**config.mk**
```make
export PLATFORM = sky130hd
export DESIGN_NAME = cla_addsub_pipe_flat
export DESIGN_NICKNAME = d
export VERILOG_FILES = /design/src/rtl/cla_addsub_pipe_if.sv /design/src/rtl/cla_addsub_pipe.sv /design/src/flat_wrapper.sv
export SDC_FILE = /design/constraint.sdc
export NUM_CORES = 1
export LEC_CHECK = 0
export CAP_MARGIN = 20
export CORE_UTILIZATION = 56
export DETAILED_ROUTE_END_ITERATION = 6
export HOLD_SLACK_MARGIN = 0.06
export PLACE_DENSITY = 0.76
export SYNTH_ARGS = -nofsm -noshare
export SYNTH_HDL_FRONTEND = slang
export SYNTH_SLANG_ARGS = --single-unit
```
**constraint.sdc**
```tcl
create_clock -name clk -period 2.4 [get_ports clk]
set_input_delay 0.36 -clock clk [delete_from_list [all_inputs] [get_ports clk]]
set_output_delay 0.36 -clock clk [all_outputs]
set_load 0.01 [all_outputs]
```
**src/rtl/cla_addsub_pipe_if.sv**
```systemverilog
// cla_addsub_pipe_if: operand/result handshake bundle for the pipelined add/sub unit
interface cla_addsub_pipe_if #(parameter int WIDTH = 15);
  logic in_valid, in_ready, sub, sat, out_valid, out_ready, c_out, v_out, ovf_sticky, ovf_clr;
  logic [WIDTH-1:0] a, b, sum;
  modport master (
    output in_valid, sub, sat, a, b, out_ready, ovf_clr,
    input  in_ready, out_valid, sum, c_out, v_out, ovf_sticky
  );
  modport slave (
    input  in_valid, sub, sat, a, b, out_ready, ovf_clr,
    output in_ready, out_valid, sum, c_out, v_out, ovf_sticky
  );
endinterface

```
**src/rtl/cla_addsub_pipe.sv**
```systemverilog
// cla_addsub_pipe: pipelined signed add/subtract with segmented carry-lookahead, saturation and sticky overflow
module cla_addsub_pipe #(
  parameter int WIDTH = 15,
  parameter int GROUP = 3,
  parameter int STAGES = 5
) (
  input logic clk,
  input logic rst_n,
  cla_addsub_pipe_if.slave io
);
  localparam int SEG = WIDTH / STAGES;
  localparam int OPS = (STAGES > 1) ? STAGES - 1 : 1;
  if (WIDTH % STAGES != 0 || SEG % GROUP != 0) begin : g_bad_cfg
    $error("cla_addsub_pipe: WIDTH must split into STAGES segments made of whole GROUPs");
  end
  // lookahead within each group, ripple of the group carry into the next group
  function automatic logic [SEG:0] cla_carries(input logic [SEG-1:0] x, input logic [SEG-1:0] y,
                                               input logic cin);
    logic [SEG-1:0] g, p;
    logic [SEG:0] c;
    logic t, u;
    g = x & y;
    p = x ^ y;
    c = '0;
    c[0] = cin;
    for (int q = 0; q < SEG; q += GROUP)
      for (int j = 1; j <= GROUP; j++) begin
        t = c[q];
        for (int m = 0; m < j; m++) t = t & p[q+m];
        for (int m = 0; m < j; m++) begin
          u = g[q+m];
          for (int n = m + 1; n < j; n++) u = u & p[q+n];
          t = t | u;
        end
        c[q+j] = t;
      end
    return c;
  endfunction
  logic adv, v_n, v_d, v_q, ovf_d, ovf_q;
  logic [STAGES-1:0] vld_s, vld_d, vld_q, c_s, c_n, c_d, c_q, sub_s, sat_s;
  logic [OPS-1:0] sub_d, sub_q, sat_d, sat_q;
  logic [WIDTH-1:0] a_s [STAGES], b_s [STAGES], r_s [STAGES], r_n [STAGES], r_d [STAGES], r_q [STAGES];
  logic [WIDTH-1:0] a_d [OPS], a_q [OPS], b_d [OPS], b_q [OPS];
  logic [WIDTH-1:0] y;
  logic [SEG:0] cc;
  always_comb begin
    adv = io.out_ready | ~vld_q[STAGES-1];
    a_s[0] = io.a;
    b_s[0] = io.b;
    r_s[0] = '0;
    c_s[0] = io.sub;
    vld_s[0] = io.in_valid;
    sub_s[0] = io.sub;
    sat_s[0] = io.sat;
    for (int k = 1; k < STAGES; k++) begin
      a_s[k] = a_q[k-1];
      b_s[k] = b_q[k-1];
      r_s[k] = r_q[k-1];
      c_s[k] = c_q[k-1];
      vld_s[k] = vld_q[k-1];
      sub_s[k] = sub_q[k-1];
      sat_s[k] = sat_q[k-1];
    end
    y = '0;
    cc = '0;
    for (int k = 0; k < STAGES; k++) begin
      y = b_s[k] ^ {WIDTH{sub_s[k]}};
      cc = cla_carries(a_s[k][k*SEG +: SEG], y[k*SEG +: SEG], c_s[k]);
      r_n[k] = r_s[k];
      r_n[k][k*SEG +: SEG] = a_s[k][k*SEG +: SEG] ^ y[k*SEG +: SEG] ^ cc[SEG-1:0];
      c_n[k] = cc[SEG];
    end
    // cc now holds the top segment's carries
    v_n = cc[SEG] ^ cc[SEG-1];
    r_n[STAGES-1] = (sat_s[STAGES-1] & v_n)
                  ? {a_s[STAGES-1][WIDTH-1], {(WIDTH-1){~a_s[STAGES-1][WIDTH-1]}}} : r_n[STAGES-1];
    vld_d = adv ? vld_s : vld_q;
    c_d = adv ? c_n : c_q;
    v_d = adv ? v_n : v_q;
    for (int k = 0; k < STAGES; k++) r_d[k] = adv ? r_n[k] : r_q[k];
    a_d = a_q;
    b_d = b_q;
    sub_d = sub_q;
    sat_d = sat_q;
    for (int k = 0; k < STAGES - 1; k++) begin
      a_d[k] = adv ? a_s[k] : a_q[k];
      b_d[k] = adv ? b_s[k] : b_q[k];
      sub_d[k] = adv ? sub_s[k] : sub_q[k];
      sat_d[k] = adv ? sat_s[k] : sat_q[k];
    end
    ovf_d = (adv & vld_s[STAGES-1] & v_n) | (ovf_q & ~io.ovf_clr);
  end
  always_ff @(posedge clk) begin
    if (!rst_n) begin
      vld_q <= '0;
      c_q <= '0;
      v_q <= 1'b0;
      ovf_q <= 1'b0;
      sub_q <= '0;
      sat_q <= '0;
      r_q <= '{default: '0};
      a_q <= '{default: '0};
      b_q <= '{default: '0};
    end else begin
      vld_q <= vld_d;
      c_q <= c_d;
      v_q <= v_d;
      ovf_q <= ovf_d;
      sub_q <= sub_d;
      sat_q <= sat_d;
      r_q <= r_d;
      a_q <= a_d;
      b_q <= b_d;
    end
  end
  assign io.in_ready = adv;
  assign io.out_valid = vld_q[STAGES-1];
  assign io.sum = r_q[STAGES-1];
  assign io.c_out = c_q[STAGES-1];
  assign io.v_out = v_q;
  assign io.ovf_sticky = ovf_q;
endmodule

```
**src/flat_wrapper.sv**
```systemverilog
// flat-port wrapper written by rule: the top's interface ports become plain ports
module cla_addsub_pipe_flat 
#(
  parameter int WIDTH = 15,
  parameter int GROUP = 3,
  parameter int STAGES = 5
)
  (clk, rst_n, io_in_valid, io_sub, io_sat, io_a, io_b, io_out_ready, io_ovf_clr, io_in_ready, io_out_valid, io_sum, io_c_out, io_v_out, io_ovf_sticky);
  cla_addsub_pipe_if #(.WIDTH(WIDTH)) io_i ();
  input logic clk;
  input logic rst_n;
  input wire logic [$bits(io_i.in_valid)-1:0] io_in_valid;
  input wire logic [$bits(io_i.sub)-1:0] io_sub;
  input wire logic [$bits(io_i.sat)-1:0] io_sat;
  input wire logic [$bits(io_i.a)-1:0] io_a;
  input wire logic [$bits(io_i.b)-1:0] io_b;
  input wire logic [$bits(io_i.out_ready)-1:0] io_out_ready;
  input wire logic [$bits(io_i.ovf_clr)-1:0] io_ovf_clr;
  output wire logic [$bits(io_i.in_ready)-1:0] io_in_ready;
  output wire logic [$bits(io_i.out_valid)-1:0] io_out_valid;
  output wire logic [$bits(io_i.sum)-1:0] io_sum;
  output wire logic [$bits(io_i.c_out)-1:0] io_c_out;
  output wire logic [$bits(io_i.v_out)-1:0] io_v_out;
  output wire logic [$bits(io_i.ovf_sticky)-1:0] io_ovf_sticky;
  assign io_i.in_valid = io_in_valid;
  assign io_i.sub = io_sub;
  assign io_i.sat = io_sat;
  assign io_i.a = io_a;
  assign io_i.b = io_b;
  assign io_i.out_ready = io_out_ready;
  assign io_i.ovf_clr = io_ovf_clr;
  assign io_in_ready = io_i.in_ready;
  assign io_out_valid = io_i.out_valid;
  assign io_sum = io_i.sum;
  assign io_c_out = io_i.c_out;
  assign io_v_out = io_i.v_out;
  assign io_ovf_sticky = io_i.ovf_sticky;
  cla_addsub_pipe #(.WIDTH(WIDTH), .GROUP(GROUP), .STAGES(STAGES)) u_core (.clk(clk), .rst_n(rst_n), .io(io_i));
endmodule
```
==> out/metrics.json <==
{
  "detailed_routing": {
    "post-route-drc-count": 0,
    "postRouteAntennaNets": 0,
    "wl_mm": 10.7,
    "drt-wirelength-per-cell_um": 13.7,
    "drtIter0Drc": 220,
    "num_vias": 4165,
    "first_pass_detailed_route_iteration_total": 5,
    "route.detailed.vias_per_inst": 5.35
  },
  "cells_and_area": {
    "fillCellCount": 708,
    "seqCellArea_um2": 2500,
    "syn_to_final_growth_pct": 21.8,
    "finalInstanceArea_um2": 6390,
    "nets": 719,
    "layout_utilization_pct": 71.9,
    "multiInputGateArea_um2": 2390,
    "layout-drive-gt1-share_pct": 8.20,
    "antenna_cells_inserted": 0
  },
  "worst_setup_path": {
    "cp.required_ns": 2.80,
    "critPathArrivalTime_ns": 2.67,
    "crit_chain": "xor2_1, ha_1, ha_1, o21a_1, o32ai_4, nand3_4, o211a_1",
    "crit_path_kind": "reg -> reg",
    "cp_common_cell": "sky130_fd_sc_hd__ha_1",
    "slowest_delay_ns": 0.41,
    "critical_path_peak_fanout": 15,
    "startpoint_type": "register",
    "critical_path.endpoint_type": "register",
    "worst_path_max_delay_cell": "sky130_fd_sc_hd__dfxtp_1"
  },
  "floorplanning": {
    "floorplan.core_area_um2": 8890,
    "overall_die_area_um2": 9760,
    "row_count": 34,
    "die_h_um": 98.8,
    "initial_core_util_pct": 59.0,
    "dieWidth_um": 98.8,
    "boundaryPins": 57
  },
  "logic_synthesis": {
    "post_synth.cell_area_avg_um2": 8.26,
    "seq_area_frac_synth_pct": 47.7,
    "post_synth_and_or_nand_nor_area_fraction_pct": 18.9,
    "synth-compound-area-share_pct": 16.3,
    "synth.ff_latch_count": 125,
    "combinational_family_with_the_most_area_after_synthesis": "simple AND/OR/NAND/NOR gates",
    "synth_area_um2": 5250,
    "mappedNetlistNets": 696,
    "yosys.cell_types.count": 40,
    "synth_xor_xnor_area_share_pct": 3.34,
    "number_of_enable_type_register_cells_in_the_synthesized_netlist": 0,
    "synth-main-ff-cell": "sky130_fd_sc_hd__dfxtp_1",
    "synth_async_sr_flop_share_pct": 0,
    "synth_mux_area_share_pct": 0.381,
    "yosysWarningCount": 0,
    "netlist_instances": 635,
    "post_synth_adder_cell_area_pct": 6.29
  },
  "clocking": {
    "cts_tree": "done",
    "cts-root-to-sink-buffers": 2,
    "cts_buffers": 17,
    "path_clk_slew_ns": 0.06,
    "h-tree-depth": 4,
    "clock-root-buffer": "sky130_fd_sc_hd__clkbuf_8",
    "cts.hold.buffers_added": 0,
    "insertion_delay_to_the_later_sink_of_the_worst_skew_pair_ns": 0.52,
    "cts.sinks": 125
  },
  "global_route": {
    "top_usage_layer": "met2",
    "grt_first_pass_wirelength_mm": 18.3,
    "grt_antenna_before_repair": 0,
    "gr-usage-met2_pct": 39.6,
    "grt_start_max_net_pins": 125,
    "grt_util_met1_pct": 29.0,
    "grt_remaining_overflow": 0,
    "aggregate_global_route_resource_usage_pct": 23.4,
    "grt_pass1_vias": 3968,
    "global_route.usage.met3_pct": 5.04
  },
  "sta": {
    "fin_ws_ns": 0.132,
    "setup-tns-final_ns": 0,
    "timing.final.hold_violations": 0,
    "max-slew-margin-rel_pct": 66.4,
    "setup_viol": 0,
    "timing.clock.skew_ns": 0.00648,
    "fmax_ghz": 0.441,
    "worstMarginPinSlew_ns": 0.491,
    "period_needed_ns": 2.27,
    "slew_viol_final": 0,
    "final_min_period_over_clock_period_pct": 94.5,
    "grt_setup_unrepaired": "true"
  },
  "place": {
    "place_hpwl_mm": 6.09,
    "placed_cell_area_um2": 5730,
    "place_congestion": 0.798,
    "place.port_buffers": 56,
    "pre_cts_slack_ns": 0.0964
  },
  "worst_hold_path": {
    "hold_class": "in -> reg"
  },
  "power_and_ir_drop": {
    "powerDensity_nw_per_um2": 854,
    "worst_ir_drop_vdd_v": 0.000452,
    "fin_total_pwr_mw": 5.46,
    "leak_pwr_nw": 2.53
  },
  "status": {
    "run_status": "finished, final reports clean"
  },
  "run": {
    "maxCapViolCount": 0
  }
}
==> state kept, by name, indices dropped and copies added, names as in the netlist <==
name,flops
u_core.a_q,30
u_core.b_q,30
u_core.r_n,18
u_core.io.sum,15
u_core.r_q,12
u_core.c_q,5
u_core.vld_q,5
u_core.sat_q,4
u_core.sub_q,4
u_core.io.ovf_sticky,1
u_core.io.v_out,1
==> kinds of logic after synthesis <==
family | count (synthesis)
and+or+nand+nor | 251
AOI/OAI and AO/OA | 139
DFF | 125
buffers and inverters | 74
adders and majority gates | 24
xor gates and xnor gates | 20
muxes | 2
==> critical path: cells and delay by family, from the launching register on <==
family	cells	cell delay, ns
DFF	1	0.41
adders and majority gates	2	0.50
xor gates and xnor gates	1	0.23
AOI/OAI and AO/OA	3	0.73
and+or+nand+nor	1	0.27
==> cells in the mapped netlist, types with 2 or more instances <==
cell | count | area [um^2]
sky130_fd_sc_hd__ha_1 | 20 | 250
sky130_fd_sc_hd__a31oi_1 | 3 | 18.8
sky130_fd_sc_hd__inv_1 | 14 | 52.6
sky130_fd_sc_hd__nor2_1 | 12 | 45.0
sky130_fd_sc_hd__buf_4 | 15 | 113
sky130_fd_sc_hd__nand2_1 | 224 | 841
sky130_fd_sc_hd__a211oi_1 | 3 | 22.5
sky130_fd_sc_hd__or3_1 | 4 | 25.0
sky130_fd_sc_hd__buf_1 | 3 | 11.3
sky130_fd_sc_hd__xor2_1 | 16 | 140
sky130_fd_sc_hd__xnor2_1 | 4 | 35.0
sky130_fd_sc_hd__nand3_1 | 4 | 20.0
sky130_fd_sc_hd__a31oi_2 | 9 | 113
sky130_fd_sc_hd__fa_1 | 4 | 80.1
sky130_fd_sc_hd__o21a_1 | 6 | 45.0
sky130_fd_sc_hd__buf_2 | 12 | 60.1
sky130_fd_sc_hd__o21ai_0 | 10 | 50.1
sky130_fd_sc_hd__a221oi_1 | 4 | 35.0
sky130_fd_sc_hd__mux2i_1 | 2 | 20.0
sky130_fd_sc_hd__dfxtp_1 | 125 | 2500
sky130_fd_sc_hd__clkbuf_1 | 27 | 101
sky130_fd_sc_hd__a21oi_1 | 96 | 480
==> per-layer routing <==
| metal | vias to the layer above | part of all wire (%) | routed length (um) |
|---|---|---|---|
| li1 | 2109 | - | - |
| met1 | 1954 | 45 | 4820 |
| met2 | 89 | 50 | 5330 |
| met3 | 13 | 3.5 | 370 |
| met4 | 0 | 1.2 | 127 |
| met5 | - | 0 | 0 |
==> placed cells by master, fill, tap and decap left out, types with 2 or more instances in the layout <==
master,n
sky130_fd_sc_hd__dfxtp_1,125
sky130_fd_sc_hd__nand2_1,224
sky130_fd_sc_hd__a31oi_1,3
sky130_fd_sc_hd__nor2_1,12
sky130_fd_sc_hd__a221oi_1,4
sky130_fd_sc_hd__o21ai_0,10
sky130_fd_sc_hd__clkinv_2,2
sky130_fd_sc_hd__inv_6,3
sky130_fd_sc_hd__buf_12,3
sky130_fd_sc_hd__nand3_1,4
sky130_fd_sc_hd__fa_1,4
sky130_fd_sc_hd__bufinv_16,6
sky130_fd_sc_hd__o21a_1,6
sky130_fd_sc_hd__clkbuf_1,2
sky130_fd_sc_hd__clkinv_4,2
sky130_fd_sc_hd__or3_1,4
sky130_fd_sc_hd__inv_1,13
sky130_fd_sc_hd__ha_1,20
sky130_fd_sc_hd__a31oi_2,9
sky130_fd_sc_hd__a211oi_1,3
sky130_fd_sc_hd__xor2_1,16
sky130_fd_sc_hd__clkbuf_16,16
sky130_fd_sc_hd__xnor2_1,4
sky130_fd_sc_hd__mux2i_1,2
sky130_fd_sc_hd__buf_4,4
sky130_fd_sc_hd__a21oi_1,96
sky130_fd_sc_hd__clkdlybuf4s50_1,56
==> final cells by class <==
cell class | instances | area share (%)
Sequential cell | 125 | 39.1
Multi-Input combinational cell | 436 | 37.4
Clock inverter | 13 | 3.70
Tap cell | 108 | 2.11
Inverter | 15 | 0.900
Clock buffer | 19 | 6.59
Timing Repair Buffer | 63 | 10.2
==> path summary, 6_finish.rpt <==
kind	from	endpoint	slack, ns	depth (start not counted)
setup / recovery	u_core.sub_q[3]	u_core.io.sum[14]	0.13	7
setup reg to reg	u_core.sub_q[3]	u_core.io.sum[14]	0.13	7
hold / removal	io_a[7]	u_core.a_q[52]	0.40	3
hold reg to reg	u_core.r_n[46]	u_core.r_n[46]	0.45	2
==> where the power goes <==
part           switching (mW)  leakage [nW]  internal, mW
sequential             0.0594          1.02          2.18
clock                   0.941         0.317          1.91
combinational           0.184          1.19         0.186
==> timing repair <==
| action | in CTS | in global routing |
|---|---|---|
| endpoints found under the setup margin | 0 | 1 |
| setup buffers | 0 | 0 |
| resized for setup | 0 | 1 |
==> per-stage QoR <==
stage	std cells	hold slack (ns)
2_1_floorplan	635	0.432
3_3_place_gp	747	0.439
3_5_place_dp	747	0.445
4_1_cts	779	0.379
5_1_grt	779	0.401
6_report	779	0.396
No activity file was read; power rests on OpenSTA's default activity.
